### config.mk
export PLATFORM = sky130hd
export DESIGN_NAME = register_bank_arbiter
export DESIGN_NICKNAME = d
export VERILOG_FILES = /design/src/rtl/register_bank_arbiter_pkg.sv /design/src/rtl/round_robin_arbiter_2.sv /design/src/rtl/register_bank_arbiter.sv
export SDC_FILE = /design/constraint.sdc
export NUM_CORES = 1
export LEC_CHECK = 0
export CELL_PAD_IN_SITES_DETAIL_PLACEMENT = 1
export CELL_PAD_IN_SITES_GLOBAL_PLACEMENT = 2
export CORE_ASPECT_RATIO = 0.7
export CORE_MARGIN = 2
export CORE_UTILIZATION = 33
export CTS_CLUSTER_SIZE = 24
export DETAILED_ROUTE_END_ITERATION = 8
export PLACE_DENSITY = 0.9
export SETUP_SLACK_MARGIN = 0.1
export SLEW_MARGIN = 0
export SYNTH_ARGS = -nofsm -noshare
export SYNTH_HDL_FRONTEND = slang
export SYNTH_SLANG_ARGS = --single-unit
### constraint.sdc
create_clock -name clock -period 3.3 [get_ports clock]
set_input_delay 0.825 -clock clock [delete_from_list [all_inputs] [get_ports clock]]
set_output_delay 0.825 -clock clock [all_outputs]
set_load 0.01 [all_outputs]
### src/rtl/register_bank_arbiter_pkg.sv
// Shared definitions for the two-requester register bank arbiter.
//   state_e  : transaction FSM encoding (IDLE / ACCESS / RESPOND)
//   OWNER_A / OWNER_B : requester identifiers used for owner and last_served
`ifndef REGISTER_BANK_ARBITER_PKG_SV
`define REGISTER_BANK_ARBITER_PKG_SV

package register_bank_arbiter_pkg;

  typedef enum logic [1:0] {
    IDLE    = 2'd0,
    ACCESS  = 2'd1,
    RESPOND = 2'd2
  } state_e;

  localparam logic OWNER_A = 1'b0;
  localparam logic OWNER_B = 1'b1;

endpackage

`endif

### src/rtl/round_robin_arbiter_2.sv
// Two-way round-robin pick, purely combinational.
// Ports:
//   req_a, req_b  : pending requests
//   last_served   : requester that owned the previous transaction
//   winner        : requester to serve next (valid only when any_req)
//   any_req       : at least one request pending
module round_robin_arbiter_2
  import register_bank_arbiter_pkg::*;
(
  input  logic req_a,
  input  logic req_b,
  input  logic last_served,
  output logic winner,
  output logic any_req
);

  always_comb begin
    any_req = req_a | req_b;
    if (req_a && req_b) begin
      // Tie: whoever was not served last goes next, giving strict alternation.
      winner = ~last_served;
    end else if (req_b) begin
      winner = OWNER_B;
    end else begin
      winner = OWNER_A;
    end
  end

endmodule

### src/rtl/register_bank_arbiter.sv
// Register bank shared between requesters A and B. Each transaction is one
// read or write and takes three cycles: IDLE (arbitrate + latch command),
// ACCESS (grant, storage update at closing edge), RESPOND (done pulse).
// Ports:
//   clock, reset_n                       : clock, synchronous active-low reset
//   req_x, write_x, addr_x, wdata_x      : requester x command (x = a, b)
//   grant_a, grant_b                     : owner holds the bank (ACCESS cycle)
//   done_a, done_b                       : one-cycle completion pulse
//   rdata                                : read data, or the word just written
//
// state   | meaning
// --------+-------------------------------------------------------------
// IDLE    | waiting for a request; winner's command latched on the edge
// ACCESS  | owner granted; bank written / read at the closing edge
// RESPOND | done pulse to owner; rdata stable
module register_bank_arbiter
  import register_bank_arbiter_pkg::*;
#(
  parameter int WIDTH     = 4,
  parameter int DEPTH     = 4,
  parameter int ADDR_BITS = 2
) (
  input  logic                 clock,
  input  logic                 reset_n,
  input  logic                 req_a,
  input  logic                 write_a,
  input  logic [ADDR_BITS-1:0] addr_a,
  input  logic [WIDTH-1:0]     wdata_a,
  input  logic                 req_b,
  input  logic                 write_b,
  input  logic [ADDR_BITS-1:0] addr_b,
  input  logic [WIDTH-1:0]     wdata_b,
  output logic                 grant_a,
  output logic                 grant_b,
  output logic                 done_a,
  output logic                 done_b,
  output logic [WIDTH-1:0]     rdata
);

  state_e                state_q, state_d;
  logic                  owner_q, owner_d;
  logic                  last_served_q, last_served_d;
  logic                  cmd_write_q, cmd_write_d;
  logic [ADDR_BITS-1:0]  cmd_addr_q, cmd_addr_d;
  logic [WIDTH-1:0]      cmd_wdata_q, cmd_wdata_d;
  logic [WIDTH-1:0]      rdata_q, rdata_d;
  logic [WIDTH-1:0]      bank_q [DEPTH];
  logic [WIDTH-1:0]      bank_d [DEPTH];

  logic winner;
  logic any_req;

  round_robin_arbiter_2 u_arb (
    .req_a       (req_a),
    .req_b       (req_b),
    .last_served (last_served_q),
    .winner      (winner),
    .any_req     (any_req)
  );

  always_comb begin
    state_d       = state_q;
    owner_d       = owner_q;
    last_served_d = last_served_q;
    cmd_write_d   = cmd_write_q;
    cmd_addr_d    = cmd_addr_q;
    cmd_wdata_d   = cmd_wdata_q;
    rdata_d       = rdata_q;
    bank_d        = bank_q;

    case (state_q)
      IDLE: begin
        if (any_req) begin
          state_d = ACCESS;
          owner_d = winner;
          // Command is frozen here so later input changes cannot disturb it.
          if (winner == OWNER_B) begin
            cmd_write_d = write_b;
            cmd_addr_d  = addr_b;
            cmd_wdata_d = wdata_b;
          end else begin
            cmd_write_d = write_a;
            cmd_addr_d  = addr_a;
            cmd_wdata_d = wdata_a;
          end
        end
      end
      ACCESS: begin
        state_d       = RESPOND;
        last_served_d = owner_q;
        if (cmd_write_q) begin
          bank_d[cmd_addr_q] = cmd_wdata_q;
          rdata_d            = cmd_wdata_q;
        end else begin
          rdata_d = bank_q[cmd_addr_q];
        end
      end
      RESPOND: begin
        state_d = IDLE;
      end
      default: begin
        state_d = IDLE;
      end
    endcase
  end

  always_ff @(posedge clock) begin
    if (!reset_n) begin
      state_q       <= IDLE;
      owner_q       <= OWNER_A;
      // Reset to B so that A wins the first tie.
      last_served_q <= OWNER_B;
      cmd_write_q   <= 1'b0;
      cmd_addr_q    <= '0;
      cmd_wdata_q   <= '0;
      rdata_q       <= '0;
      bank_q        <= '{default: '0};
    end else begin
      state_q       <= state_d;
      owner_q       <= owner_d;
      last_served_q <= last_served_d;
      cmd_write_q   <= cmd_write_d;
      cmd_addr_q    <= cmd_addr_d;
      cmd_wdata_q   <= cmd_wdata_d;
      rdata_q       <= rdata_d;
      bank_q        <= bank_d;
    end
  end

  assign grant_a = (state_q == ACCESS)  && (owner_q == OWNER_A);
  assign grant_b = (state_q == ACCESS)  && (owner_q == OWNER_B);
  assign done_a  = (state_q == RESPOND) && (owner_q == OWNER_A);
  assign done_b  = (state_q == RESPOND) && (owner_q == OWNER_B);
  assign rdata   = rdata_q;

endmodule
==> impl.org, run 1 <==
** Worst setup path
- The worst setup path is captured at an output pin.
- By startpoint and endpoint, the worst setup path is classified as reg -> out.
- At the worst endpoint, the arrival time is between 1.5 and 2 ns.
- Required time of the worst setup path :: approximately 2.5 ns
- In this run the worst path has a maximum fanout of 11.
- STA classifies the critical path startpoint as a flop.

** Finish
- Share of layout cells above drive strength 1 :: under 10%
- Net count, final :: ~200
- Summing all non-filler instances in the final layout gives an area of 1833 um2.
- Area growth from synthesis to layout :: 23.42%
- Filler cell count in the final layout :: 508
- Inserted Diodes :: 0

** Flow run
- Max-cap violations in this run came to 0.

** Global routing
- Total global-route track usage :: between 10% and 20%
- The initial antenna violation count is 0.
- Vias in the first global route :: roughly 1400
- First-pass GRT wire length :: between 7000 and 8000 um
- Largest net degree at the start of global routing :: 26
- For this run the aggregate overflow at the end of global routing stands at 0.

** STA
- Remaining max-slew budget at the tightest pin :: between 40% and 50%
- Fraction of the cycle the final worst path needs :: 81.56%
- Pin slew with the least headroom to its limit :: roughly 0.82 ns
- Final min period :: ~2.7 ns
- Number of slew-limit violations in the final report :: 0
- The number of hold-slack violations in the final timing report was 0.
- Sum Neg Setup Slack :: 0 ns
- Setup violations remaining at the end of the flow were counted as 0.
- Setup repair after global routing left no endpoint under its margin.
- Final WS setup :: 0.6085 ns
- Derived from the worst setup path, the maximum achievable clock frequency is about 370 MHz.
- Clock skew on the completed layout was measured at 0.005050 ns.

** Yosys
- Of the synthesized area, sequential elements account for between 40% and 50%.
- The most used flip-flop cell after synthesis is sky130_fd_sc_hd__dfxtp_1.
- Of the post-synthesis cell area, the part taken by muxes is between 9 and 10%.
- Summing the areas of all xor and xnor instances in the mapped netlist gives 0% of the synthesized area.
- Counting every net in the synthesized netlist gives approximately 180.
- Flip-flop and latch count after synthesis :: 31
- Main combinational cell family by area after synthesis :: compound AO/OA/AOI/OAI gates
- Synthesis produced a netlist whose cell count is 166.
- Synthesized-area fraction occupied by and/or/nand/nor cells :: 18.20%
- Post-synthesis compound-gate area fraction :: between 20% and 30%
- Counting flops with an async set or reset pin after synthesis yields a share of 0%.
- Summing the areas of all fa, ha and maj instances in the mapped netlist gives 0% of the synthesized area.
- After synthesis the cells add up to between 1000 and 1500 um2.
- In this run, synthesis inferred 0 flip-flops with an integrated enable.
- The Yosys step of the flow raised 0 warnings.
- Synthesized area divided by synthesized cell count :: approximately 8.9 um2
- After synthesis, the netlist uses 38 different library cells.

** Power and ir drop
- Power spread over the standard cell area amounts to about 500 nW/um2.
- Standby leakage power :: about 0.00064 uW
- The worst-case IR drop observed on VDD is 0.2097 mV.

** Placed design
- Pre-CTS setup slack :: 0.9236 ns
- # port buffers :: 25
- Detailed placement ended at an HPWL of around 3200 um.
- At the end of routability-driven placement, the weighted congestion stood at 0.7563.
- Placed Area :: ~1700 um2

** CTS
- Count of clock tree sinks :: 31
- The number of setup buffers added after CTS is 0.
- CTS tree :: built
- After clock tree synthesis, the flow added hold-fix buffers numbering 0.
- Clock Pin Slew Worst Setup and Hold Paths :: around 0.060 ns
- The clock passes through at most 2 buffers.
- Clock latency on the worst-skew pair, taken at its later pin, is roughly 0.28 ns.
- Buffers inserted during clock tree synthesis total 5.
- The H-tree generated during clock tree synthesis spans 2 levels.
- The root buffer cell chosen for the clock tree is sky130_fd_sc_hd__clkbuf_8.
- After clock tree synthesis, the repair step resized 0 gates.

** Detailed routing
- Number of detailed-routing iterations run before antenna repair :: 5
- Per-cell via count in the routed design :: 5.486
- Antenna-violating nets left :: 0
- In the final routed layout, each cell accounts on average for approximately 17 um.
- Wire length after detailed routing :: 4246 um
- DRC violation total after the first TritonRoute iteration :: 76
- Remaining design rule violation count :: 0
- Total via count after detailed routing :: around 1300

** Die
- Die width :: 84.19 um
- The core region is 4329 um2.
- In this run the count of I/O pins placed on the die edge is 26.
- The die covers around 5100 um2.
- Once the floorplan was initialized, standard cells occupied between 30% and 40% of the core.
- Number of rows in the core area :: 20
- Floorplan die height :: about 60 um

** Worst hold path
- Worst hold path class :: reg -> reg

** Outcome
- Run status :: completed
==> final cells by class <==
class	instances	area, um2	share of cell area (%)
tap	55	68.82	3.754
timing repair buffer	26	257.7	14.06
sequential	31	620.6	33.86
inverter	3	11.26	0.6143
multi-input combinational	120	774.5	42.25
clock buffer	8	100.1	5.461
==> stage by stage <==
step | hold slack (ns) | util, % | std cells | total power, uW
5_1_grt | 0.4989 | 42.34 | 243 | 935.7
6_report | 0.4728 | 42.34 | 243 | 896.1
3_3_place_gp | 0.4585 | 40.03 | 235 | 568.6
3_5_place_dp | 0.4603 | 40.03 | 235 | 577.2
4_1_cts | 0.4754 | 42.34 | 243 | 903.9
2_1_floorplan | 0.4304 | - | 166 | 519.2
==> Yosys cell counts, types with 2 or more instances <==
master	n	area [um2]
sky130_fd_sc_hd__o31ai_1	3	22.52
sky130_fd_sc_hd__buf_2	2	10.01
sky130_fd_sc_hd__nor2_1	3	11.26
sky130_fd_sc_hd__and3b_1	2	17.52
sky130_fd_sc_hd__inv_1	3	11.26
sky130_fd_sc_hd__nand2b_1	3	18.77
sky130_fd_sc_hd__a21oi_1	26	130.1
sky130_fd_sc_hd__o22ai_1	2	12.51
sky130_fd_sc_hd__mux2_2	3	33.78
sky130_fd_sc_hd__o21ai_0	10	50.05
sky130_fd_sc_hd__or2_2	2	12.51
sky130_fd_sc_hd__nand2_1	3	11.26
sky130_fd_sc_hd__a211oi_1	9	67.56
sky130_fd_sc_hd__nand3_1	18	90.09
sky130_fd_sc_hd__dfxtp_1	31	620.6
sky130_fd_sc_hd__a222oi_1	2	20.02
sky130_fd_sc_hd__o21ai_1	8	40.04
sky130_fd_sc_hd__nor2b_1	2	12.51
sky130_fd_sc_hd__buf_4	2	15.01
sky130_fd_sc_hd__clkbuf_1	4	15.01
sky130_fd_sc_hd__buf_6	3	33.78
sky130_fd_sc_hd__and2b_1	2	15.01
sky130_fd_sc_hd__mux2_4	2	30.03
sky130_fd_sc_hd__mux2i_1	7	70.07
==> cell usage in the layout, fill, tap and decap left out, types with 2 or more instances in the layout <==
| cell | Yosys | layout |
|---|---|---|
| sky130_fd_sc_hd__dfxtp_1 | 31 | 31 |
| sky130_fd_sc_hd__a21oi_1 | 26 | 26 |
| sky130_fd_sc_hd__clkdlybuf4s50_1 | 0 | 25 |
| sky130_fd_sc_hd__nand3_1 | 18 | 18 |
| sky130_fd_sc_hd__o21ai_0 | 10 | 10 |
| sky130_fd_sc_hd__a211oi_1 | 9 | 9 |
| sky130_fd_sc_hd__o21ai_1 | 8 | 8 |
| sky130_fd_sc_hd__mux2i_1 | 7 | 7 |
| sky130_fd_sc_hd__clkbuf_8 | 0 | 7 |
| sky130_fd_sc_hd__nand2b_1 | 3 | 3 |
| sky130_fd_sc_hd__nor2_1 | 3 | 3 |
| sky130_fd_sc_hd__inv_1 | 3 | 3 |
| sky130_fd_sc_hd__mux2_2 | 3 | 3 |
| sky130_fd_sc_hd__nand2_1 | 3 | 3 |
| sky130_fd_sc_hd__o31ai_1 | 3 | 3 |
| sky130_fd_sc_hd__and3b_1 | 2 | 2 |
| sky130_fd_sc_hd__or2_2 | 2 | 2 |
| sky130_fd_sc_hd__o22ai_1 | 2 | 2 |
| sky130_fd_sc_hd__and2b_1 | 2 | 2 |
| sky130_fd_sc_hd__mux2_4 | 2 | 2 |
| sky130_fd_sc_hd__nor2b_1 | 2 | 2 |
| sky130_fd_sc_hd__a222oi_1 | 2 | 2 |
==> registers in the layout, indices dropped and copies added (netlist names) <==
| register | flops |
|---|---|
| owner_q | 1 |
| cmd_write_q | 1 |
| cmd_addr_q | 2 |
| rdata | 4 |
| bank_q | 16 |
| state_q | 2 |
| cmd_wdata_q | 4 |
| last_served_q | 1 |
==> power by group <==
| group | leakage [uW] | switching, uW | total [uW] | internal [uW] |
|---|---|---|---|---|
| Clock | 0.0000515 | 137 | 327 | 190 |
| Combinational | 0.000340 | 70.9 | 139 | 67.8 |
| Sequential | 0.000253 | 36.5 | 430 | 393 |
| Total | 0.000644 | 245 | 896 | 651 |
==> cells by family (layout without fill, tap and decap cells) <==
kind of cell / after synthesis / after routing
AOI/OAI and AO/OA: 62 / 62
buffers and inverters: 15 / 37
DFF: 31 / 31
muxes: 13 / 13
and+or+nand+nor: 45 / 45
==> critical path, stage by stage, from the launching register on <==
cell and delay, ns:
sky130_fd_sc_hd__dfxtp_1 0.52, sky130_fd_sc_hd__nor2b_2 0.30, sky130_fd_sc_hd__and2_1 0.20, sky130_fd_sc_hd__clkdlybuf4s50_1 0.57
==> layer usage <==
metal | track usage (%) | share of wire, %
met1 | 23.75 | 48
met3 | 4.144 | 3.9
met4 | 6.221 | 1.2
met5 | 0 | 0
met2 | 31.41 | 47
==> path summary, 6_finish.rpt <==
check / from / to / slack [ns] / cells past startpoint
setup / recovery: state_q[0]$_SDFFE_PN0P_ / grant_b / 0.61 / 3
hold / removal: last_served_q$_SDFFE_PN1N_ / last_served_q$_SDFFE_PN1N_ / 0.47 / 1
setup reg to reg: cmd_addr_q[1]$_SDFFE_PN0P_ / rdata[0]$_SDFFE_PN0N_ / 1.46 / 3
hold reg to reg: last_served_q$_SDFFE_PN1N_ / last_served_q$_SDFFE_PN1N_ / 0.47 / 1
Power figures use the tool's default switching activity.
==> run 2, diff against run 1 <==
--- a/config.mk
+++ b/config.mk
@@ -9,10 +9,10 @@
 export CELL_PAD_IN_SITES_GLOBAL_PLACEMENT = 2
 export CORE_ASPECT_RATIO = 0.7
 export CORE_MARGIN = 2
-export CORE_UTILIZATION = 33
+export CORE_UTILIZATION = 31
 export CTS_CLUSTER_SIZE = 24
 export DETAILED_ROUTE_END_ITERATION = 8
-export PLACE_DENSITY = 0.9
+export PLACE_DENSITY = 0.86
 export SETUP_SLACK_MARGIN = 0.1
 export SLEW_MARGIN = 0
 export SYNTH_ARGS = -nofsm -noshare
==> constraint.sdc (replaced) <==
create_clock -name clock -period 2.5 [get_ports clock]
set_input_delay 0.625 -clock clock [delete_from_list [all_inputs] [get_ports clock]]
set_output_delay 0.625 -clock clock [all_outputs]
set_load 0.01 [all_outputs]
==> run 2 against run 1 <==
Against the previous run:
- first-iteration DRC count rose by 20%
- clock power rose by 33%
- clock skew grew 0.0017 ns
- power increased by 33%
- non-clock buffer count rose by 2
- global-route usage fell by 1.3 points
- combinational power rose by 36%
- critical path depth stayed put
- via count is 0.38% higher
- worst setup slack worse by 0.41 ns
- largest cell class unchanged
- sequential power grew 32%
- register-to-register slack got worse by 0.76 ns
==> impl.org, run 2 (synthesized netlist as in run 1, its figures left out) <==
** Global routing
- Largest net degree at the start of global routing :: 26
- Global routing finished with a remaining overflow of 0.
- Vias in the first global route :: ~1400
- Number of antenna violations at the first check in global routing :: 0
- First-pass GRT wire length :: 7072 um
- For this run, the total global-route usage over all layers was measured as between 15 and 20%.

** STA
- Unrepaired setup endpoints after global routing :: no
- Final Hold Slack :: approximately 0.47 ns
- Sum Neg Setup Slack :: 0 ns
- In the finished design, the share of the clock period the worst path needs comes to between 90 and 100%.
- At the pin with the least slew margin, the transition time is between 0.7 and 0.8 ns.
- The worst path in the final design needs a cycle of around 2.3 ns, including I/O delays and setup.
- Remaining max-slew budget at the tightest pin :: a little under half
- Setup violations remaining at the end of the flow were counted as 0.
- Count of endpoints failing hold in the final timing report :: 0
- For the final database, setup skew stands at around 0.0067 ns.
- Timing would allow up to 433.7 MHz.
- Number of slew-limit violations in the final report :: 0

** Power and ir drop
- Largest vdd supply drop :: 0.2167 mV
- Summed over all cells, the static leakage comes to roughly 0.00066 uW.
- For this design the ratio of total power to cell area is around 640 nW/um2.

** Finish
- Filler cell count in the final layout :: 536
- The final layout contains around 210 nets.
- In the final layout, flip-flops and latches occupy 623.1 um2.
- Inserted Diodes :: 0
- Area growth from synthesis to layout :: 25.11%
- Leaving out fill and tap cells, the most frequent cell in the layout is sky130_fd_sc_hd__dfxtp_1.
- Share of layout cells above drive strength 1 :: between 10% and 20%
- bank_q holds more flip-flops than any other register.
- Area of the multi-input gates :: 779.5 um2
- The library cells used most frequently in the layout, excluding fill and tap cells, are 29 x sky130_fd_sc_hd__dfxtp_1, 26 x sky130_fd_sc_hd__a21oi_1, 25 x sky130_fd_sc_hd__clkdlybuf4s50_1, 18 x sky130_fd_sc_hd__nand3_1, 10 x sky130_fd_sc_hd__o21ai_0.
- Largest register FFs :: 16

** Detailed routing
- Dividing the detail-routed wire length by the instance count gives about 17 um.
- Antenna-violating nets left :: 0
- Remaining design rule violation count :: 0
- The first detailed-routing pass ran for 4 iterations.
- Dividing the detail-routed via count by the number of cells gives 5.417.
- Across all layers, the routed design uses approximately 1300 vias.
- DRC violation total after the first TritonRoute iteration :: between 90 and 100
- Wires add up to between 4000 and 5000 um.

** Die
- Floorplan die height :: between 60 and 70 um
- The die covers between 5000 and 6000 um2.
- The region available for standard cell placement spans ~4700 um2.
- After floorplanning, the core was divided into 21 placement rows.
- The floorplan step set the die width to around 87 um.
- Once the floorplan was initialized, standard cells occupied 31.58% of the core.
- For this design the top-level I/O count stands at 26.

** CTS
- The clock reaches the later pin of the worst-skew pair after ~0.28 ns.
- After clock tree synthesis, the clock-pin slew on the worst setup and hold paths is 0.07 ns.
- The number of setup buffers added after CTS is 0.
- Post-CTS Hold Buffers :: 0
- CTS tree :: built
- Buffers inserted during clock tree synthesis total 5.
- The clock tree synthesis step divided the H-tree into 2 levels.
- Number of gates resized after CTS :: 1
- Maximum count of clock buffers along a single path :: 2
- The tree built by TritonCTS fans out to 31 sinks.
- Clock root cell :: sky130_fd_sc_hd__clkbuf_8

** Worst setup path
- Type of the worst setup path :: reg -> out
- Required time of the worst setup path :: 1.88 ns
- Max stage delay cell, worst path :: sky130_fd_sc_hd__clkdlybuf4s50_1
- Startpoint Class :: flop
- Critical Path Sink Type :: output pin
- Worst path arrival time :: about 1.7 ns
- The largest single stage delay on the critical path is about 0.56 ns.
- Critical Path Fanout Max :: 11
- Ordered list of cells on the worst path :: nor2b_4 > and2_1 > clkdlybuf4s50_1

** Flow run
- Number of violations of the max-capacitance limit :: 0

** Worst hold path
- Worst hold path class :: reg -> reg

** Placed design
- The HPWL after detailed placement is around 3000 um.
- Final estimated routing congestion in global placement :: 0.7527
- Input and output buffers added on the ports amount to 25.

** Outcome
- The run finished with clean final reports.
==> run 2: changes by cell type in the layout (fill, tap and decap cells not counted), sizes merged <==
cell,delta
buf,+2
==> run 2: stage by stage <==
step / worst slack (ns) / cells / utilization, % / total power, uW / cell area, um2
finish: 0.1941 / 247 / 39.51 / 1192 / 1858
global route: 0.1242 / 247 / 39.51 / 1248 / 1858
detailed placement: 0.3241 / 239 / 37.22 / 765.5 / 1750
global placement: 0.4196 / 239 / 37.22 / 754.5 / 1750
CTS: 0.1325 / 247 / 39.37 / 1197 / 1852
floorplan: 1.028 / 166 / - / 685.4 / 1485
==> run 2: where the power goes <==
group	leakage, uW	internal (uW)	switching [uW]
Combinational	0.000352	94.0	94.7
Sequential	0.000253	520	48.3
Clock	0.0000515	251	184
==> run 2: worst max-delay path: cells and delay by family, from the launching register on <==
kind / cells / cell delay (ns)
simple gates: 2 / 0.42
buf+inv: 1 / 0.56
flops: 1 / 0.43
==> run 2: final cells by class <==
| class | instances | share of cell area, % |
|---|---|---|
| Sequential cell | 31 | 33.54 |
| Clock buffer | 8 | 5.387 |
| Inverter | 3 | 0.6061 |
| Multi-Input combinational cell | 120 | 41.95 |
| Tap cell | 57 | 3.838 |
| Timing Repair Buffer | 28 | 14.68 |
==> run 2: metal layers <==
metal | track usage [%] | part of all wire, %
met5 | 0 | 0
met1 | 22.60 | 46
met4 | 5.357 | 1.1
met2 | 29.12 | 48
met3 | 3.699 | 4.4
==> run 2: path summary, 6_finish.rpt <==
path / start / end / slack (ns) / depth (start not counted)
setup / recovery: state_q[0]$_SDFFE_PN0P_ / grant_b / 0.19 / 3
hold / removal: last_served_q$_SDFFE_PN1N_ / last_served_q$_SDFFE_PN1N_ / 0.47 / 1
setup reg to reg: cmd_addr_q[1]$_SDFFE_PN0P_ / rdata[3]$_SDFFE_PN0N_ / 0.70 / 3
hold reg to reg: last_served_q$_SDFFE_PN1N_ / last_served_q$_SDFFE_PN1N_ / 0.47 / 1
